==> config.mk <==
export PLATFORM = sky130hd
export DESIGN_NAME = multicycle_control_flat
export DESIGN_NICKNAME = d
export VERILOG_FILES = /design/src/rtl/multicycle_control_if.sv /design/src/rtl/multicycle_control.sv /design/src/flat_wrapper.sv
export SDC_FILE = /design/constraint.sdc
export NUM_CORES = 1
export LEC_CHECK = 0
export ABC_CLOCK_PERIOD_IN_PS = 3020
export BUFFER_PORTS_ARGS = -buffer_cell sky130_fd_sc_hd__buf_4
export CAP_MARGIN = 25
export CORE_MARGIN = 3
export CORE_UTILIZATION = 30
export CTS_CLUSTER_SIZE = 12
export DETAILED_ROUTE_END_ITERATION = 8
export HOLD_SLACK_MARGIN = 0.05
export SYNTH_ARGS = -nofsm -noshare
export SYNTH_HDL_FRONTEND = slang
export SYNTH_SLANG_ARGS = --single-unit
export TNS_END_PERCENT = 50
==> constraint.sdc <==
create_clock -name clk -period 3.02 [get_ports clk]
set_clock_uncertainty 0.2 [all_clocks]
set_input_delay 0.604 -clock clk [delete_from_list [all_inputs] [get_ports clk]]
set_output_delay 0.604 -clock clk [all_outputs]
set_load 0.03 [all_outputs]
==> src/rtl/multicycle_control_if.sv <==
// Control/status bundle between the multicycle RV64 controller (master) and its datapath (slave).
// IR word and ALU zero flow in; every datapath control flag and the debug view flow out.
interface multicycle_control_if;
  logic [31:0] instruction;
  logic        alu_zero;

  logic        PCWrite;
  logic        PCWriteCond;
  logic        PCSource;
  logic        ALUSrcA;
  logic        LoadAOut;
  logic [1:0]  ALUSrcB;
  logic [2:0]  ALUOp;
  logic        RegWrite;
  logic        LoadRegA;
  logic        LoadRegB;
  logic        MemToReg;
  logic        DMemOp;
  logic        LoadMDR;
  logic        IMemRead;
  logic        IRWrite;

  logic        halted;
  logic [31:0] instr_retired;
  logic [3:0]  state_dbg;

  modport master (
    input  instruction, alu_zero,
    output PCWrite, PCWriteCond, PCSource, ALUSrcA, LoadAOut, ALUSrcB, ALUOp,
           RegWrite, LoadRegA, LoadRegB, MemToReg, DMemOp, LoadMDR, IMemRead, IRWrite,
           halted, instr_retired, state_dbg
  );

  modport slave (
    output instruction, alu_zero,
    input  PCWrite, PCWriteCond, PCSource, ALUSrcA, LoadAOut, ALUSrcB, ALUOp,
           RegWrite, LoadRegA, LoadRegB, MemToReg, DMemOp, LoadMDR, IMemRead, IRWrite,
           halted, instr_retired, state_dbg
  );
endinterface

==> src/rtl/multicycle_control.sv <==
// Moore sequencer for the multicycle RV64 datapath: one state per cycle, flags decoded from state.
// Latency: R/I/sd 5, ld 6, branch taken 4 / not taken 5 cycles; no backpressure, illegal op halts.
module multicycle_control #(
  parameter logic [2:0] ALU_ADD = 3'b001,
  parameter logic [2:0] ALU_SUB = 3'b010
) (
  input  logic                   clk,
  input  logic                   reset,
  multicycle_control_if.master   bus
);

  typedef enum logic [3:0] {
    S_FETCH    = 4'd0,
    S_IR_LD    = 4'd1,
    S_DECODE   = 4'd2,
    S_EXEC_R   = 4'd3,
    S_EXEC_I   = 4'd4,
    S_ALU_WB   = 4'd5,
    S_MEM_ADDR = 4'd6,
    S_MEM_RD   = 4'd7,
    S_MEM_WB   = 4'd8,
    S_MEM_WR   = 4'd9,
    S_BRANCH   = 4'd10,
    S_PC_INC   = 4'd11,
    S_HALT     = 4'd12
  } state_t;

  localparam logic [6:0] OP_R  = 7'b0110011;
  localparam logic [6:0] OP_I  = 7'b0010011;
  localparam logic [6:0] OP_LD = 7'b0000011;
  localparam logic [6:0] OP_SD = 7'b0100011;
  localparam logic [6:0] OP_BR = 7'b1100011;

  state_t      r_state;
  state_t      w_next;
  logic        r_is_store;
  logic        r_is_sub;
  logic [31:0] r_instr_retired;

  logic [6:0]  w_op;
  logic [2:0]  w_f3;
  logic [6:0]  w_f7;
  logic        w_is_r;
  logic        w_is_i;
  logic        w_is_ld;
  logic        w_is_sd;
  logic        w_is_br;
  logic        w_taken;
  logic        w_retire;
  logic        w_unused_ir;

  assign w_op        = bus.instruction[6:0];
  assign w_f3        = bus.instruction[14:12];
  assign w_f7        = bus.instruction[31:25];
  assign w_unused_ir = ^{bus.instruction[24:15], bus.instruction[11:7]};

  assign w_is_r  = (w_op == OP_R) && (w_f3 == 3'b000) &&
                   ((w_f7 == 7'b0000000) || (w_f7 == 7'b0100000));
  assign w_is_i  = (w_op == OP_I) && (w_f3 == 3'b000);
  assign w_is_ld = (w_op == OP_LD) && (w_f3 == 3'b011);
  assign w_is_sd = (w_op == OP_SD) && (w_f3 == 3'b011);
  assign w_is_br = (w_op == OP_BR) && ((w_f3 == 3'b000) || (w_f3 == 3'b001));

  // f3[0] separates bne from beq; only meaningful while in BRANCH
  assign w_taken = (r_state == S_BRANCH) && (w_f3[0] ? !bus.alu_zero : bus.alu_zero);

  assign w_retire = (r_state == S_ALU_WB) || (r_state == S_MEM_WB) ||
                    (r_state == S_MEM_WR) || (r_state == S_PC_INC) || w_taken;

  always_ff @(posedge clk or negedge reset) begin
    if (!reset) begin
      r_state <= S_FETCH;
    end else begin
      r_state <= w_next;
    end
  end

  // ld/sd and add/sub choices are captured in DECODE so later states never re-read the IR
  always_ff @(posedge clk or negedge reset) begin
    if (!reset) begin
      r_is_store <= 1'b0;
      r_is_sub   <= 1'b0;
    end else if (r_state == S_DECODE) begin
      r_is_store <= w_is_sd;
      r_is_sub   <= w_f7[5];
    end
  end

  always_ff @(posedge clk or negedge reset) begin
    if (!reset) begin
      r_instr_retired <= 32'd0;
    end else if (w_retire) begin
      r_instr_retired <= r_instr_retired + 32'd1;
    end
  end

  always_comb begin
    w_next = r_state;
    case (r_state)
      S_FETCH:    w_next = S_IR_LD;
      S_IR_LD:    w_next = S_DECODE;
      S_DECODE: begin
        if (w_is_r)                  w_next = S_EXEC_R;
        else if (w_is_i)             w_next = S_EXEC_I;
        else if (w_is_ld || w_is_sd) w_next = S_MEM_ADDR;
        else if (w_is_br)            w_next = S_BRANCH;
        else                         w_next = S_HALT;
      end
      S_EXEC_R:   w_next = S_ALU_WB;
      S_EXEC_I:   w_next = S_ALU_WB;
      S_ALU_WB:   w_next = S_FETCH;
      S_MEM_ADDR: w_next = r_is_store ? S_MEM_WR : S_MEM_RD;
      S_MEM_RD:   w_next = S_MEM_WB;
      S_MEM_WB:   w_next = S_FETCH;
      S_MEM_WR:   w_next = S_FETCH;
      S_BRANCH:   w_next = w_taken ? S_FETCH : S_PC_INC;
      S_PC_INC:   w_next = S_FETCH;
      S_HALT:     w_next = S_HALT;
      default:    w_next = S_HALT;
    endcase
  end

  logic       w_pc_write;
  logic       w_pc_write_cond;
  logic       w_pc_source;
  logic       w_alu_src_a;
  logic       w_load_aout;
  logic [1:0] w_alu_src_b;
  logic [2:0] w_alu_op;
  logic       w_reg_write;
  logic       w_load_reg_a;
  logic       w_load_reg_b;
  logic       w_mem_to_reg;
  logic       w_dmem_op;
  logic       w_load_mdr;
  logic       w_imem_read;
  logic       w_ir_write;
  logic       w_halted;

  // Flags are forced low while reset is held so an aborted write cannot land on the next edge
  always_comb begin
    w_pc_write      = 1'b0;
    w_pc_write_cond = 1'b0;
    w_pc_source     = 1'b0;
    w_alu_src_a     = 1'b0;
    w_load_aout     = 1'b0;
    w_alu_src_b     = 2'b00;
    w_alu_op        = 3'b000;
    w_reg_write     = 1'b0;
    w_load_reg_a    = 1'b0;
    w_load_reg_b    = 1'b0;
    w_mem_to_reg    = 1'b0;
    w_dmem_op       = 1'b0;
    w_load_mdr      = 1'b0;
    w_imem_read     = 1'b0;
    w_ir_write      = 1'b0;
    w_halted        = 1'b0;
    if (reset) begin
      case (r_state)
        S_FETCH: begin
          w_imem_read = 1'b1;
        end
        S_IR_LD: begin
          w_imem_read = 1'b1;
          w_ir_write  = 1'b1;
        end
        S_DECODE: begin
          w_load_reg_a = 1'b1;
          w_load_reg_b = 1'b1;
          w_alu_src_b  = 2'b11;
          w_alu_op     = ALU_ADD;
          w_load_aout  = 1'b1;
        end
        S_EXEC_R: begin
          w_alu_src_a = 1'b1;
          w_alu_src_b = 2'b00;
          w_alu_op    = r_is_sub ? ALU_SUB : ALU_ADD;
          w_load_aout = 1'b1;
        end
        S_EXEC_I, S_MEM_ADDR: begin
          w_alu_src_a = 1'b1;
          w_alu_src_b = 2'b10;
          w_alu_op    = ALU_ADD;
          w_load_aout = 1'b1;
        end
        S_ALU_WB: begin
          w_reg_write = 1'b1;
          w_pc_write  = 1'b1;
          w_alu_src_b = 2'b01;
          w_alu_op    = ALU_ADD;
        end
        S_MEM_RD: begin
          w_load_mdr = 1'b1;
        end
        S_MEM_WB: begin
          w_reg_write  = 1'b1;
          w_mem_to_reg = 1'b1;
          w_pc_write   = 1'b1;
          w_alu_src_b  = 2'b01;
          w_alu_op     = ALU_ADD;
        end
        S_MEM_WR: begin
          w_dmem_op   = 1'b1;
          w_pc_write  = 1'b1;
          w_alu_src_b = 2'b01;
          w_alu_op    = ALU_ADD;
        end
        S_BRANCH: begin
          w_alu_src_a     = 1'b1;
          w_alu_src_b     = 2'b00;
          w_alu_op        = ALU_SUB;
          w_pc_source     = 1'b1;
          w_pc_write_cond = 1'b1;
          w_pc_write      = w_taken;
        end
        S_PC_INC: begin
          w_pc_write  = 1'b1;
          w_alu_src_b = 2'b01;
          w_alu_op    = ALU_ADD;
        end
        S_HALT: begin
          w_halted = 1'b1;
        end
        default: begin
          w_halted = 1'b0;
        end
      endcase
    end
  end

  assign bus.PCWrite       = w_pc_write;
  assign bus.PCWriteCond   = w_pc_write_cond;
  assign bus.PCSource      = w_pc_source;
  assign bus.ALUSrcA       = w_alu_src_a;
  assign bus.LoadAOut      = w_load_aout;
  assign bus.ALUSrcB       = w_alu_src_b;
  assign bus.ALUOp         = w_alu_op;
  assign bus.RegWrite      = w_reg_write;
  assign bus.LoadRegA      = w_load_reg_a;
  assign bus.LoadRegB      = w_load_reg_b;
  assign bus.MemToReg      = w_mem_to_reg;
  assign bus.DMemOp        = w_dmem_op;
  assign bus.LoadMDR       = w_load_mdr;
  assign bus.IMemRead      = w_imem_read;
  assign bus.IRWrite       = w_ir_write;
  assign bus.halted        = w_halted;
  assign bus.instr_retired = r_instr_retired;
  assign bus.state_dbg     = r_state;

endmodule

==> src/flat_wrapper.sv <==
// flat-port wrapper written by rule: the top's interface ports become plain ports
module multicycle_control_flat 
#(
  parameter logic [2:0] ALU_ADD = 3'b001,
  parameter logic [2:0] ALU_SUB = 3'b010
)
  (clk, reset, bus_instruction, bus_alu_zero, bus_PCWrite, bus_PCWriteCond, bus_PCSource, bus_ALUSrcA, bus_LoadAOut, bus_ALUSrcB, bus_ALUOp, bus_RegWrite, bus_LoadRegA, bus_LoadRegB, bus_MemToReg, bus_DMemOp, bus_LoadMDR, bus_IMemRead, bus_IRWrite, bus_halted, bus_instr_retired, bus_state_dbg);
  multicycle_control_if bus_i ();
  input  logic clk;
  input  logic reset;
  input wire logic [$bits(bus_i.instruction)-1:0] bus_instruction;
  input wire logic [$bits(bus_i.alu_zero)-1:0] bus_alu_zero;
  output wire logic [$bits(bus_i.PCWrite)-1:0] bus_PCWrite;
  output wire logic [$bits(bus_i.PCWriteCond)-1:0] bus_PCWriteCond;
  output wire logic [$bits(bus_i.PCSource)-1:0] bus_PCSource;
  output wire logic [$bits(bus_i.ALUSrcA)-1:0] bus_ALUSrcA;
  output wire logic [$bits(bus_i.LoadAOut)-1:0] bus_LoadAOut;
  output wire logic [$bits(bus_i.ALUSrcB)-1:0] bus_ALUSrcB;
  output wire logic [$bits(bus_i.ALUOp)-1:0] bus_ALUOp;
  output wire logic [$bits(bus_i.RegWrite)-1:0] bus_RegWrite;
  output wire logic [$bits(bus_i.LoadRegA)-1:0] bus_LoadRegA;
  output wire logic [$bits(bus_i.LoadRegB)-1:0] bus_LoadRegB;
  output wire logic [$bits(bus_i.MemToReg)-1:0] bus_MemToReg;
  output wire logic [$bits(bus_i.DMemOp)-1:0] bus_DMemOp;
  output wire logic [$bits(bus_i.LoadMDR)-1:0] bus_LoadMDR;
  output wire logic [$bits(bus_i.IMemRead)-1:0] bus_IMemRead;
  output wire logic [$bits(bus_i.IRWrite)-1:0] bus_IRWrite;
  output wire logic [$bits(bus_i.halted)-1:0] bus_halted;
  output wire logic [$bits(bus_i.instr_retired)-1:0] bus_instr_retired;
  output wire logic [$bits(bus_i.state_dbg)-1:0] bus_state_dbg;
  assign bus_i.instruction = bus_instruction;
  assign bus_i.alu_zero = bus_alu_zero;
  assign bus_PCWrite = bus_i.PCWrite;
  assign bus_PCWriteCond = bus_i.PCWriteCond;
  assign bus_PCSource = bus_i.PCSource;
  assign bus_ALUSrcA = bus_i.ALUSrcA;
  assign bus_LoadAOut = bus_i.LoadAOut;
  assign bus_ALUSrcB = bus_i.ALUSrcB;
  assign bus_ALUOp = bus_i.ALUOp;
  assign bus_RegWrite = bus_i.RegWrite;
  assign bus_LoadRegA = bus_i.LoadRegA;
  assign bus_LoadRegB = bus_i.LoadRegB;
  assign bus_MemToReg = bus_i.MemToReg;
  assign bus_DMemOp = bus_i.DMemOp;
  assign bus_LoadMDR = bus_i.LoadMDR;
  assign bus_IMemRead = bus_i.IMemRead;
  assign bus_IRWrite = bus_i.IRWrite;
  assign bus_halted = bus_i.halted;
  assign bus_instr_retired = bus_i.instr_retired;
  assign bus_state_dbg = bus_i.state_dbg;
  multicycle_control #(.ALU_ADD(ALU_ADD), .ALU_SUB(ALU_SUB)) u_core (.clk(clk), .reset(reset), .bus(bus_i));
endmodule
==> impl_metrics.toml <==
[outcome]
outcome = "completed"

[global_route]
grt_pass1_vias = 2063
grt_pass1_wl_um = 10210
track_usage_pct = 13.93
grt_max_degree = 39
antenna_found_initial = 0
gr-total-overflow = 0

[power]
comb_power_share_pct = 5.6
power_uw = 882.6
p_sw_uw = 192.1
peakVddDrop_mv = 0.1152
internal_power_uw = 690.5
p_leak_nw = 1.155
powerDensity_nw_per_um2 = 281.7
p_seq_share_pct = 57.8
clkPwrFrac_pct = 36.7
swShare_pct = 21.76

[floorplanning]
dieArea_um2 = 9255
num_io_pins = 90
coreArea_um2 = 7807
fp.dieH_um = 96.21
die_w_um = 96.21
fp-row-count = 32
initial_utilization_pct = 31.27

[logic_synthesis]
syn_inst = 246
synth.most_common_cell = "dfrtp_1"
synth_edf_count = 0
synth_area_leaders = "dfrtp_1, xor2_1, a2111oi_4"
ys_ff_latch = 38
ys_types = 54
ys_warn_count = 0
ys_async_sr_fraction_pct = 100.0
yosysTopAreaCell = "dfrtp_1"
ys_top_cells_by_count = "dfrtp_1, xor2_1, nand2_1"
synth_top_area_share_pct = 38.95
synth_ff_type = "dfrtp_1"
yosysSeqAreaShare_pct = 38.95
synth_area_per_cell_um2 = 9.923
synth_area_um2 = 2441
syn_nets = 282

[clocking]
clk_path_buf_depth = 2
ctsResizeCount = 0
root_buffer = "clkbuf_8"
cts_inserted_buffers = 5
cts.htree.levels = 2
path_clk_slew_ns = 0.07
cts_tree = "yes"
hold_buffers = 0
clkSinkCount = 38
clk_latency_ns = 0.28
cts_setup_buffers = 0

[timing]
hold_violations = 0
worstMarginPinSlew_ns = 0.7061
finalCritPeriodShare_pct = 88.68
slew_viol_final = 0
finalSetupTns_ns = 0
fmax_mhz = 373.4
fin_crit_ns = 2.678
rsz0062_at_grt = "false"
setup_viol = 0
slew_headroom_pct = 52.49

[critical_path]
endpoint = "bus_PCWrite"
rr_endpoint = "u_core.bus.instr_retired[25]"
worstPathRequired_ns = 2.22
cp-startpoint = "u_core.bus.state_dbg[3]"
crit_fanout = 18
critical_path_arrival_ns = 1.87
startpoint_type = "flop"
r2r_setup_slack_ns = 0.60
end_kind = "output port"
reg2reg_depth = 4
rr_startpoint = "u_core.bus.instr_retired[2]"
crit_type = "reg -> out"

[detailed_routing]
drc = 0
routed_wl_um = 6152
vias = 2125
avgViaCountPerCell = 5.108
drt-pass1-iter-count = 4
routedWlPerCell_um = 14.79
detail-route-antenna-nets = 0
drt_iter0_markers = 122

[place]
gp_congestion = 0.8017
port_buffers = 73
hpwl_um = 4647

[finish]
n_fill_cell = 798
layout.nets = 350
drive_gt1_share_pct = 31.21
syn2layout_area_growth_pct = 28.34
antenna_cells = 0

[job]
drv_cap = 0

[min_path]
hold_class = "in -> async"
[layout by cell type (no fill, tap or decap), types with 3 or more instances in the layout]
master | synthesis | layout
and2_1 | 8 | 8
a211oi_1 | 12 | 12
nor3_1 | 6 | 6
buf_4 | 4 | 78
a2111oi_0 | 4 | 4
o2111ai_1 | 4 | 4
nand3_1 | 8 | 8
a21oi_1 | 7 | 7
nand2b_1 | 8 | 8
a2111oi_4 | 4 | 4
xnor2_1 | 8 | 8
dfrtp_1 | 38 | 38
xor2_1 | 25 | 25
nor2_1 | 11 | 11
and4_1 | 5 | 5
nand2_1 | 20 | 20
o21ai_0 | 6 | 6
inv_1 | 4 | 4
and3_1 | 3 | 3
clkbuf_8 | 0 | 5
o21a_1 | 5 | 5
nand4_1 | 6 | 6
[power by group through the flow]
| stage | Clock, mW | Combinational (mW) | Sequential (mW) |
|---|---|---|---|
| 6_report | 0.324 | 0.0492 | 0.510 |
| 5_1_grt | 0.359 | 0.0558 | 0.509 |
| 4_1_cts | 0.337 | 0.0505 | 0.510 |
| 3_5_place_dp | 0 | 0.0505 | 0.520 |
| 3_3_place_gp | 0 | 0.0492 | 0.520 |
| 2_1_floorplan | 0 | 0.0136 | 0.519 |
[worst max-delay path, stage by stage, from the launching register on]
cell      delay [ns]
dfrtp_1         0.57
nand3b_1        0.29
a21o_2          0.26
nand2_1         0.15
and2_1          0.16
buf_4           0.16
[per-stage QoR]
step | instance area (um^2) | instances | hold WS, ns | util [%] | setup WS, ns
detailed placement | 3057 | 409 | 0.2612 | 39.15 | 0.5706
CTS | 3133 | 416 | 0.2751 | 40.13 | 0.3220
global route | 3133 | 416 | 0.2909 | 40.13 | 0.1802
finish | 3133 | 416 | 0.2715 | 40.13 | 0.3420
global placement | 3057 | 409 | 0.2630 | 39.15 | 0.5924
floorplan | 2441 | 246 | 0.1084 | - | 0.3322
[sequential cells by signal, summed over array words and instances, names as in the netlist]
register                  count
u_core.r_is_sub               1
u_core.r_is_store             1
u_core.bus.instr_retired     32
u_core.bus.state_dbg          4
[how the worst min path moves through the flow]
stage,start,end,slack (ns),depth (start not counted)
2_1_floorplan,reset,u_core.bus.instr_retired[0],0.11,0
6_report,reset,u_core.bus.instr_retired[25],0.27,2
3_3_place_gp,u_core.bus.instr_retired[31],u_core.bus.instr_retired[31],0.26,1
4_1_cts,u_core.bus.instr_retired[31],u_core.bus.instr_retired[31],0.28,1
3_5_place_dp,u_core.bus.instr_retired[31],u_core.bus.instr_retired[31],0.26,1
5_1_grt,u_core.bus.instr_retired[31],u_core.bus.instr_retired[31],0.29,1
[layout make-up]
| class | instances | area (um^2) | share of cell area, % |
|---|---|---|---|
| timing repair buffer | 78 | 585.6 | 18.69 |
| clock buffer | 7 | 76.32 | 2.436 |
| inverter | 4 | 15.01 | 0.4792 |
| tap | 102 | 127.6 | 4.073 |
| sequential | 38 | 950.9 | 30.35 |
| multi-input combinational | 187 | 1378 | 43.97 |
[cells by family (layout without fill, tap and decap cells)]
logic type               Yosys count  count (layout)  synth area share [%]
flip-flops                        38              38                 38.95
XOR/XNOR                          33              33                 11.84
buffers and inverters             21              89                 4.613
AND/OR/NAND/NOR                   91              91                 21.68
other                              1               1                0.1536
multiplexers                       3               3                 1.333
adder cells (fa/ha/maj)            1               1                0.5125
AO/OA/AOI/OAI                     58              58                 20.91
[routing by layer]
metal | global-route usage, % | up-vias | share of wire, %
li1 | - | 1042 | -
met1 | 18.40 | 1034 | 45
met2 | 22.77 | 44 | 49
met3 | 3.753 | 5 | 5.1
met4 | 2.844 | 0 | 0.59
met5 | 0 | - | 0
Power figures use the tool's default switching activity.
